==> src/rtl/ahb_pkg.sv <==
// Shared types, response codes and address validation for the AHB-Lite memory slave.
package ahb_pkg;

  typedef enum logic [2:0] {
    IDLE,
    WAIT,
    LAST,
    ERR1,
    ERR2
  } state_t;

  localparam logic HRESP_OKAY  = 1'b0;
  localparam logic HRESP_ERROR = 1'b1;

  // A transfer is legal only when word-aligned and inside the DEPTH-word window.
  function automatic logic addr_ok(input logic [63:0] haddr, input int unsigned depth);
    return (haddr[1:0] == 2'b00) && (haddr < (64'(depth) << 2));
  endfunction

endpackage

==> src/rtl/ahb_slave_mem_if.sv <==
// AHB-Lite bus signals between an initiator and the memory slave.
interface ahb_slave_mem_if #(
  parameter int AW = 32
);

  logic          HSEL;
  logic [AW-1:0] HADDR;
  logic          HWRITE;
  logic [31:0]   HWDATA;
  logic          HREADY;
  logic [31:0]   HRDATA;
  logic          HREADYOUT;
  logic          HRESP;

  modport slave (
    input  HSEL, HADDR, HWRITE, HWDATA, HREADY,
    output HRDATA, HREADYOUT, HRESP
  );

  modport master (
    output HSEL, HADDR, HWRITE, HWDATA, HREADY,
    input  HRDATA, HREADYOUT, HRESP
  );

endinterface

==> src/rtl/ahb_mem_array.sv <==
// DEPTH x 32-bit flop storage, cleared asynchronously, one write and one combinational read port.
module ahb_mem_array #(
  parameter int DEPTH = 16,
  localparam int IW = (DEPTH > 1) ? $clog2(DEPTH) : 1
) (
  input  logic          clk,
  input  logic          rst_n,
  input  logic          we_i,
  input  logic [IW-1:0] waddr_i,
  input  logic [31:0]   wdata_i,
  input  logic [IW-1:0] raddr_i,
  output logic [31:0]   rdata_o
);

  logic [31:0] mem_q [DEPTH];

  // Storage: every word returns to zero on reset, single word written when enabled.
  always_ff @(posedge clk or negedge rst_n) begin
    if (!rst_n) begin
      for (int i = 0; i < DEPTH; i++) begin
        mem_q[i] <= '0;
      end
    end else if (we_i) begin
      mem_q[waddr_i] <= wdata_i;
    end
  end

  assign rdata_o = mem_q[raddr_i];

endmodule

==> src/rtl/ahb_slave_mem.sv <==
// AHB-Lite subordinate: word memory with programmable wait states and a two-cycle ERROR response.
module ahb_slave_mem
  import ahb_pkg::*;
#(
  parameter int DEPTH       = 16,
  parameter int WAIT_STATES = 1,
  parameter int AW          = 32
) (
  input  logic            HCLK,
  input  logic            HRESETn,
  ahb_slave_mem_if.slave  bus
);

  localparam int IW = $clog2(DEPTH);
  localparam int CW = (WAIT_STATES > 0) ? $clog2(WAIT_STATES + 1) : 1;
  localparam logic [CW-1:0] WS_LOAD = CW'((WAIT_STATES > 0) ? WAIT_STATES - 1 : 0);

  state_t        state_q;
  logic [IW-1:0] addr_q;
  logic          write_q;
  logic [CW-1:0] cnt_q;
  logic [31:0]   hrdata_q;
  logic          hreadyout_q;
  logic          hresp_q;

  logic [AW-1:0] haddr;
  logic          accept;
  logic          addr_good;
  logic [IW-1:0] hidx;
  logic [IW-1:0] raddr;
  logic [31:0]   rdata;
  logic          we;
  logic          fwd;

  assign haddr     = bus.HADDR;
  assign hidx      = haddr[IW+1:2];
  assign addr_good = addr_ok(64'(haddr), DEPTH);
  assign accept    = bus.HSEL && bus.HREADY &&
                     (state_q == IDLE || state_q == LAST || state_q == ERR2);

  // The completing cycle of a write commits HWDATA to the latched word.
  assign we    = (state_q == LAST) && write_q;
  // A zero-wait read accepted now uses the live address; a delayed read uses the latched one.
  assign raddr = accept ? hidx : addr_q;
  // A read that lands on the word being written this very edge must see the new data.
  assign fwd   = we && (addr_q == hidx);

  ahb_mem_array #(
    .DEPTH(DEPTH)
  ) u_mem (
    .clk     (HCLK),
    .rst_n   (HRESETn),
    .we_i    (we),
    .waddr_i (addr_q),
    .wdata_i (bus.HWDATA),
    .raddr_i (raddr),
    .rdata_o (rdata)
  );

  // Transfer sequencing with registered HREADYOUT/HRESP/HRDATA chosen from the next state.
  always_ff @(posedge HCLK or negedge HRESETn) begin
    if (!HRESETn) begin
      state_q     <= IDLE;
      addr_q      <= '0;
      write_q     <= 1'b0;
      cnt_q       <= '0;
      hrdata_q    <= '0;
      hreadyout_q <= 1'b1;
      hresp_q     <= HRESP_OKAY;
    end else begin
      case (state_q)
        WAIT: begin
          if (cnt_q == '0) begin
            state_q     <= LAST;
            hreadyout_q <= 1'b1;
            hresp_q     <= HRESP_OKAY;
            if (!write_q) begin
              hrdata_q <= rdata;
            end
          end else begin
            cnt_q <= cnt_q - 1'b1;
          end
        end
        ERR1: begin
          state_q     <= ERR2;
          hreadyout_q <= 1'b1;
          hresp_q     <= HRESP_ERROR;
        end
        IDLE, LAST, ERR2: begin
          if (accept) begin
            addr_q  <= hidx;
            write_q <= bus.HWRITE;
            if (!addr_good) begin
              state_q     <= ERR1;
              hreadyout_q <= 1'b0;
              hresp_q     <= HRESP_ERROR;
            end else if (WAIT_STATES > 0) begin
              state_q     <= WAIT;
              cnt_q       <= WS_LOAD;
              hreadyout_q <= 1'b0;
              hresp_q     <= HRESP_OKAY;
            end else begin
              state_q     <= LAST;
              hreadyout_q <= 1'b1;
              hresp_q     <= HRESP_OKAY;
              if (!bus.HWRITE) begin
                hrdata_q <= fwd ? bus.HWDATA : rdata;
              end
            end
          end else begin
            state_q     <= IDLE;
            hreadyout_q <= 1'b1;
            hresp_q     <= HRESP_OKAY;
          end
        end
        default: begin
          state_q     <= IDLE;
          hreadyout_q <= 1'b1;
          hresp_q     <= HRESP_OKAY;
        end
      endcase
    end
  end

  assign bus.HRDATA    = hrdata_q;
  assign bus.HREADYOUT = hreadyout_q;
  assign bus.HRESP     = hresp_q;

endmodule
==> src/flat_wrapper.sv <==
// flat-port wrapper written by rule: the top's interface ports become plain ports
module ahb_slave_mem_flat import ahb_pkg::*;
#(
  parameter int DEPTH       = 16,
  parameter int WAIT_STATES = 1,
  parameter int AW          = 32
)
  (HCLK, HRESETn, bus_HSEL, bus_HADDR, bus_HWRITE, bus_HWDATA, bus_HREADY, bus_HRDATA, bus_HREADYOUT, bus_HRESP);
  ahb_slave_mem_if #(.AW(AW)) bus_i ();
  input  logic HCLK;
  input  logic HRESETn;
  input wire logic [$bits(bus_i.HSEL)-1:0] bus_HSEL;
  input wire logic [$bits(bus_i.HADDR)-1:0] bus_HADDR;
  input wire logic [$bits(bus_i.HWRITE)-1:0] bus_HWRITE;
  input wire logic [$bits(bus_i.HWDATA)-1:0] bus_HWDATA;
  input wire logic [$bits(bus_i.HREADY)-1:0] bus_HREADY;
  output wire logic [$bits(bus_i.HRDATA)-1:0] bus_HRDATA;
  output wire logic [$bits(bus_i.HREADYOUT)-1:0] bus_HREADYOUT;
  output wire logic [$bits(bus_i.HRESP)-1:0] bus_HRESP;
  assign bus_i.HSEL = bus_HSEL;
  assign bus_i.HADDR = bus_HADDR;
  assign bus_i.HWRITE = bus_HWRITE;
  assign bus_i.HWDATA = bus_HWDATA;
  assign bus_i.HREADY = bus_HREADY;
  assign bus_HRDATA = bus_i.HRDATA;
  assign bus_HREADYOUT = bus_i.HREADYOUT;
  assign bus_HRESP = bus_i.HRESP;
  ahb_slave_mem #(.DEPTH(DEPTH), .WAIT_STATES(WAIT_STATES), .AW(AW)) u_core (.HCLK(HCLK), .HRESETn(HRESETn), .bus(bus_i));
endmodule
==> config.mk <==
export PLATFORM = sky130hd
export DESIGN_NAME = ahb_slave_mem_flat
export DESIGN_NICKNAME = d
export VERILOG_FILES = /design/src/rtl/ahb_pkg.sv /design/src/rtl/ahb_slave_mem_if.sv /design/src/rtl/ahb_mem_array.sv /design/src/rtl/ahb_slave_mem.sv /design/src/flat_wrapper.sv
export SDC_FILE = /design/constraint.sdc
export NUM_CORES = 1
export LEC_CHECK = 0
export ABC_CLOCK_PERIOD_IN_PS = 5100
export CORE_ASPECT_RATIO = 0.5
export CORE_MARGIN = 2
export CORE_UTILIZATION = 50
export DETAILED_ROUTE_END_ITERATION = 8
export PLACE_DENSITY_LB_ADDON = 0.15
export SYNTH_ARGS = -nofsm -noshare
export SYNTH_HDL_FRONTEND = slang
export SYNTH_SLANG_ARGS = --single-unit
==> constraint.sdc <==
create_clock -name HCLK -period 5.1 [get_ports HCLK]
set_clock_uncertainty 0.2 [all_clocks]
set_input_delay 0.51 -clock HCLK [delete_from_list [all_inputs] [get_ports HCLK]]
set_output_delay 0.51 -clock HCLK [all_outputs]
set_load 0.05 [all_outputs]
After elaboration in Yosys (flattened, before gate mapping):

Cells that the tools add are included.

* equal/unequal tests: 7
* bitwise gates (word level): 4
* order comparisons: 4
* $add $sub $neg: 1
* reduce and logical (&&, ||, !) cells: 14
* mux-type cells: 22

Operators by type and width (number)
* $bwmux W512: 1
* $bmux W32 S4: 1
* $demux W32 S4: 1
* $mux W32: 3
* $lt A32 B7 Y1 const B: 1
* $ge A5 B5 Y1 const B: 2
* $not A4 Y5: 2
* $pmux W3 S3: 1
* $mux W1: 8
* $eq A3 B2 Y1 const B: 2
* $reduce_and A3 Y1: 2
* $logic_and A1 B1 Y1: 5
* $lt A5 B1 Y1 const B: 1
* $mux W2: 2
* $mux W4: 1
* $ne A2 B1 Y1 const B: 2
* $pmux W1 S2: 2
* $eq A3 B1 Y1 const B: 1
* $eq A3 B3 Y1 const B: 1
* $logic_not A3 Y1: 1
* $mux W3: 1
* $pmux W1 S3: 1
* $reduce_or A3 Y1: 1
* $logic_not A2 Y1: 1
* 6 further kinds: 8

* output and inout bits: 34
* word-level logic and storage cells: 75
* register bits after elaboration: 555
* input port bits: 69

Longest topological paths before layout:

* word-level depth: 9
* gate-level depth with buffers: 9
* gate-level depth less buffers: 8

By module:

From an unflattened synthesis, not the netlist that was laid out.

* cells, all modules: 1513
* area total of the unflattened synthesis: 24632.4 µm²

By module, submodules not included
* ahb_mem_array: cells each 1404, area each 22774.3 µm², sequential area each 12812.3 µm², instances 1
* ahb_slave_mem: cells each 109, area each 1858.0 µm², sequential area each 1052.3 µm², instances 1

Least setup slack after synthesis:

No wires, ideal clock.

* kind: input-to-reg
* start point: in bus_HSEL
* end point: reg u_core.hrdata_q[30] (netlist: u_core.bus.HRDATA[30])
* setup time: 129 ps
* arrival: 1949 ps
* slack: 2823 ps
* cell stages on the path: 9
* data required time: 4771 ps
* path buffers: 3
* cells stage by stage: nand2_1 -> o21ai_1 -> buf_2 -> o22a_1 -> buf_2 -> buf_2 -> o22ai_1 -> nor3_1 -> a2111o_1

* word-level cells in the longest chain between the ends: 7

Ends and longest elaborated chain
* from (decl): RTL line flat_wrapper.sv:12 `input wire logic [$bits(bus_i.HSEL)-1:0] bus_HSEL;`
* $logic_and A1 B1 Y1 (2 in series): RTL line ahb_slave_mem.sv:38 `assign accept = bus.HSEL && bus.HREADY &&`
* $mux W4
* $not A4 Y5 (not written as such): RTL line ahb_mem_array.sv:28 `assign rdata_o = mem_q[raddr_i];`
* $bmux W32 S4: RTL line ahb_mem_array.sv:28
* $mux W32 (not written as such) (2 in series): RTL line ahb_mem_array.sv:28
* to (signal assigned): RTL line ahb_slave_mem.sv:78 `hrdata_q <= rdata;`
* to (signal assigned): RTL line ahb_slave_mem.sv:107 `hrdata_q <= fwd ? bus.HWDATA : rdata;`
* to (decl): RTL line ahb_slave_mem.sv:22 `logic [31:0] hrdata_q;`

No other way between the ends. The select of a mux whose other input is x is not followed.
A chain may end at the register's enable or synchronous reset.

Worst setup path after layout:

* start point: reg u_core.state_q[1]
* end point: reg u_core.hrdata_q[23] (netlist: u_core.bus.HRDATA[23])

* word-level cells in the longest chain between the ends: 9
* elaborated cells on any way between the ends: 13
* those cells by class: eq/ne (3); mux (4); bitwise (1); reduce/logical (5)

Ends and longest elaborated chain
* from (decl): RTL line ahb_slave_mem.sv:18 `state_t state_q;`
* from (signal assigned): RTL line ahb_slave_mem.sv:63 `state_q <= IDLE;`
* from (signal assigned): RTL line ahb_slave_mem.sv:74 `state_q <= LAST;`
* from (signal assigned): RTL line ahb_slave_mem.sv:85 `state_q <= ERR2;`
* $eq A3 B2 Y1 or $logic_not A3 Y1 (tied branches): RTL line ahb_slave_mem.sv:39, ahb_slave_mem.sv:71
* $logic_or A1 B1 Y1 (2 in series): RTL line ahb_slave_mem.sv:39 `(state_q == IDLE || state_q == LAST || state_q == ERR2);`
* $logic_and A1 B1 Y1: RTL line ahb_slave_mem.sv:38
* $mux W4
* $not A4 Y5 (not written as such): RTL line ahb_mem_array.sv:28
* $bmux W32 S4: RTL line ahb_mem_array.sv:28
* $mux W32 (not written as such) (2 in series): RTL line ahb_mem_array.sv:28

Several ways; a longest one is shown, not always the timed one. The select of a mux whose other input is x is not followed.

==> impl_results.md <==
* Status: completed
* First-pass GRT wire length at ~110000 um
* Die Y at ~160 um
* Setup CP Type: reg -> reg
* Seq pwr share at 46.8%
* Final-report hold violation count at 0
* Worst-path maximum fanout at 67
* Register bit total from synthesis at 554
* Setup-failing EPs final at 0
* Cell Int Power at 9.17 mW
* Syn_area_per_cell at 13.4 um2
* Core ar. at 48600 um2
* Sw Share at 29.9%
* H-tree depth at 2
* Main synth FF type: dfrtp_1
* Clk root buf: clkbuf_16
* Num CTS Buffers at 50
* Syn Nets at roughly 1900
* IO Pins at between 100 and 150
* Max-Cap Viols at 0
* Initial antenna violation count at 1
* 1st-pass router iterations at 5
* Post-synthesis sequential area ratio at 56.2%
* Synth Area in Simple Gates at 5.25%
* Die width at 318 um
* Post-synth EDFFs at 0
* RSZ-0062 raised after global routing: no
* Hold depth at 3
* Pwr dens at about 470 nW/um2
* Vias in the first global route at 16437
* Minimum clock period at between 3 and 4 ns
* CTS resizes at 0
* Design area at 28000 um2
* Clk network pwr share at a little under a third
* Multiplexer share of the synthesized area at 26.3%
* Worst-skew pair later-pin latency at 0.59 ns
* Vias per cell at 6.31
* Placed Area at 26300 um2
* RePlAce Congestion at 0.791
* Worst Tran Pin Value at 1.16 ns
* Initial drt markers at 1447
* Cell row count at 57
* Worst Setup Start Kind: flop
* # DRC at 0
* Total gr overflow at 0
* Reg2reg path depth at 8
* Largest family of logic cells by synthesized area: multiplexers
* CTS tree: built
* Routed Antenna Nets at 0
* Fillers at 3949
* I/O Buffers at 102
* Fin crit share at 70.2%
* Cell Area, Synth at 24700 um2
* Slew headroom at 22.6%
* Setup Fix Bufs, Post-CTS at 0
* Nets@finish at ~1900
* Fmax at 279 MHz
* Setup TNS at 0 ns
* Net Sw Power at 3.92 mW
* YS warnings at 0
* Crit end category: flop
* Total Routing Usage GR at a little over a quarter
* Worst-case clock buffer depth at 3
* # hold bufs at CTS at 1
* Post-Synth XOR/XNOR Area at 0%
* IR Drop Worst-Case VDD at 282 uV
* Cells after synthesis at 1837
* Comb pwr share at 22.8%
* Worst EP required at 5.35 ns
* DR WL/cell at 26.7 um
* Worst Hold Class: in -> reg
* Post-DP HPWL at 39000 um
* Asr flop ratio synth at 100%
* Clock Sinks at 554
* Final wirelength at 68300 um
* Clock Pin Slew Worst Setup and Hold Paths at 0.07 ns
* WP data arrival at roughly 3.8 ns
* Synth Area in Adders at 0%
* Largest net degree at the start of global routing at 115
* Via Count at roughly 16000
* Final slew viol count at 0
* Compound-Gate Fraction of Synth Area at a little under a tenth
* Layout cell share with drive strength beyond 1 at between 30% and 40%
* Starting Density at roughly half
* Layout area overhead at 13.6%
* Total power at approximately 13 mW
* DIE AREA at roughly 51000 um2
* Leakage at 11.8 nW
* Distinct cells, synth at 46
-- routing by layer --
metal / up-vias / share of wire (%) / track usage (%)
met5: - / 0 / 0
met4: 0 / 2.0 / 6.53
met3: 97 / 5.4 / 3.79
met2: 472 / 45 / 41.8
met1: 8633 / 47 / 40.5
li1: 6968 / - / -
-- cell usage in the layout (no fill, tap or decap), types with 5 or more instances in the layout --
cell type          n
dfrtp_1          549
mux2_2           494
clkdlybuf4s50_1  101
a211oi_1          95
nand2_1           84
o22ai_1           62
clkbuf_16         51
buf_4             41
nor4_1            39
nor2_1            38
o21ai_0           36
mux4_2            32
nor3_1            30
o211ai_1          28
a2111o_1          28
and3_1            27
a311oi_1          27
mux2_1            18
clkbuf_8          16
nand2_2           13
clkinv_2          13
nand3_1            8
clkbuf_1           7
buf_12             6
a21oi_1            5
-- final cells by class --
cell class	instances	area (um2)	area share (%)
well taps	649	812	2.90
diodes	1	2.50	0.00892
clock buffers	74	1520	5.43
inverters	7	28.8	0.103
clock inverters	19	201	0.718
multi-input cells	1108	10100	36.2
flip-flops and latches	554	13900	49.5
repair buffers	150	1460	5.22
-- worst max-delay path, cell delays in order, from the launching register on --
cell	delay, ns
dfrtp_1	0.45
a21o_2	0.29
o21ai_2	0.60
and2_2	0.32
inv_4	0.30
buf_4	0.43
a211oi_1	0.31
nor4_1	0.08
a2111o_1	0.40
-- Yosys cell counts (30+ instances only) --
library cell	count	area share [%]
and3_1	30	0.76
nor2_1	38	0.58
nand2_1	97	1.5
a211oi_1	95	2.9
nor4_1	39	0.99
nor3_1	31	0.63
mux2_2	494	23
mux4_2	32	2.9
dfrtp_1	553	56
buf_2	77	1.6
clkbuf_1	77	1.2
o22ai_1	62	1.6
o21ai_0	36	0.73
-- power groups by stage --
stage / Sequential (mW) / Clock, mW / Combinational (mW)
after floorplan: 6.38 / 0 / 1.70
after global placement: 6.16 / 0 / 2.93
after detailed placement: 6.18 / 0 / 2.99
after CTS: 6.11 / 4.03 / 3.00
after global routing: 6.24 / 4.24 / 3.20
final: 6.13 / 3.97 / 2.99
-- sequential cells by signal, summed over array words and instances, names as in the netlist --
signal                flops
u_core.state_q            3
u_core.bus.HRDATA        32
u_core.bus.HRESP          1
u_core.u_mem.mem_q      512
u_core.write_q            1
u_core.bus.HREADYOUT      1
u_core.addr_q             4
-- logic make-up (layout without fill, tap and decap cells) --
| kind of cell | after synthesis | in the layout |
|---|---|---|
| simple gates | 262 | 262 |
| buf+inv | 175 | 250 |
| flops | 554 | 554 |
| other cells | 0 | 1 |
| mux | 545 | 545 |
| compound gates | 301 | 301 |
-- stage by stage --
step / hold WS, ns / utilization (%) / std cells / worst slack (ns)
after floorplan: 0.0144 / - / 1837 / 2.82
after global routing: 0.268 / 57.7 / 2562 / 1.35
final: 0.265 / 57.7 / 2562 / 1.52
after detailed placement: 0.275 / 54.1 / 2467 / 1.10
after global placement: 0.259 / 54.1 / 2467 / 1.21
after CTS: 0.256 / 57.7 / 2561 / 1.58
-- final timing paths --
path | startpoint | to | slack [ns]
max in group asynchronous | HRESETn | u_core.u_mem.mem_q[455]$_DFFE_PN0P_ | 3.15
min in group asynchronous | HRESETn | u_core.u_mem.mem_q[217]$_DFFE_PN0P_ | 0.37
hold / removal | bus_HWRITE | u_core.write_q$_DFFE_PN0P_ | 0.26
setup / recovery | u_core.state_q[1]$_DFF_PN0_ | u_core.bus.HRDATA[23]$_DFFE_PN0P_ | 1.52
hold reg to reg | u_core.u_mem.mem_q[60]$_DFFE_PN0P_ | u_core.u_mem.mem_q[60]$_DFFE_PN0P_ | 0.29
setup reg to reg | u_core.state_q[1]$_DFF_PN0_ | u_core.bus.HRDATA[23]$_DFFE_PN0P_ | 1.52
Power figures use the tool's default switching activity.
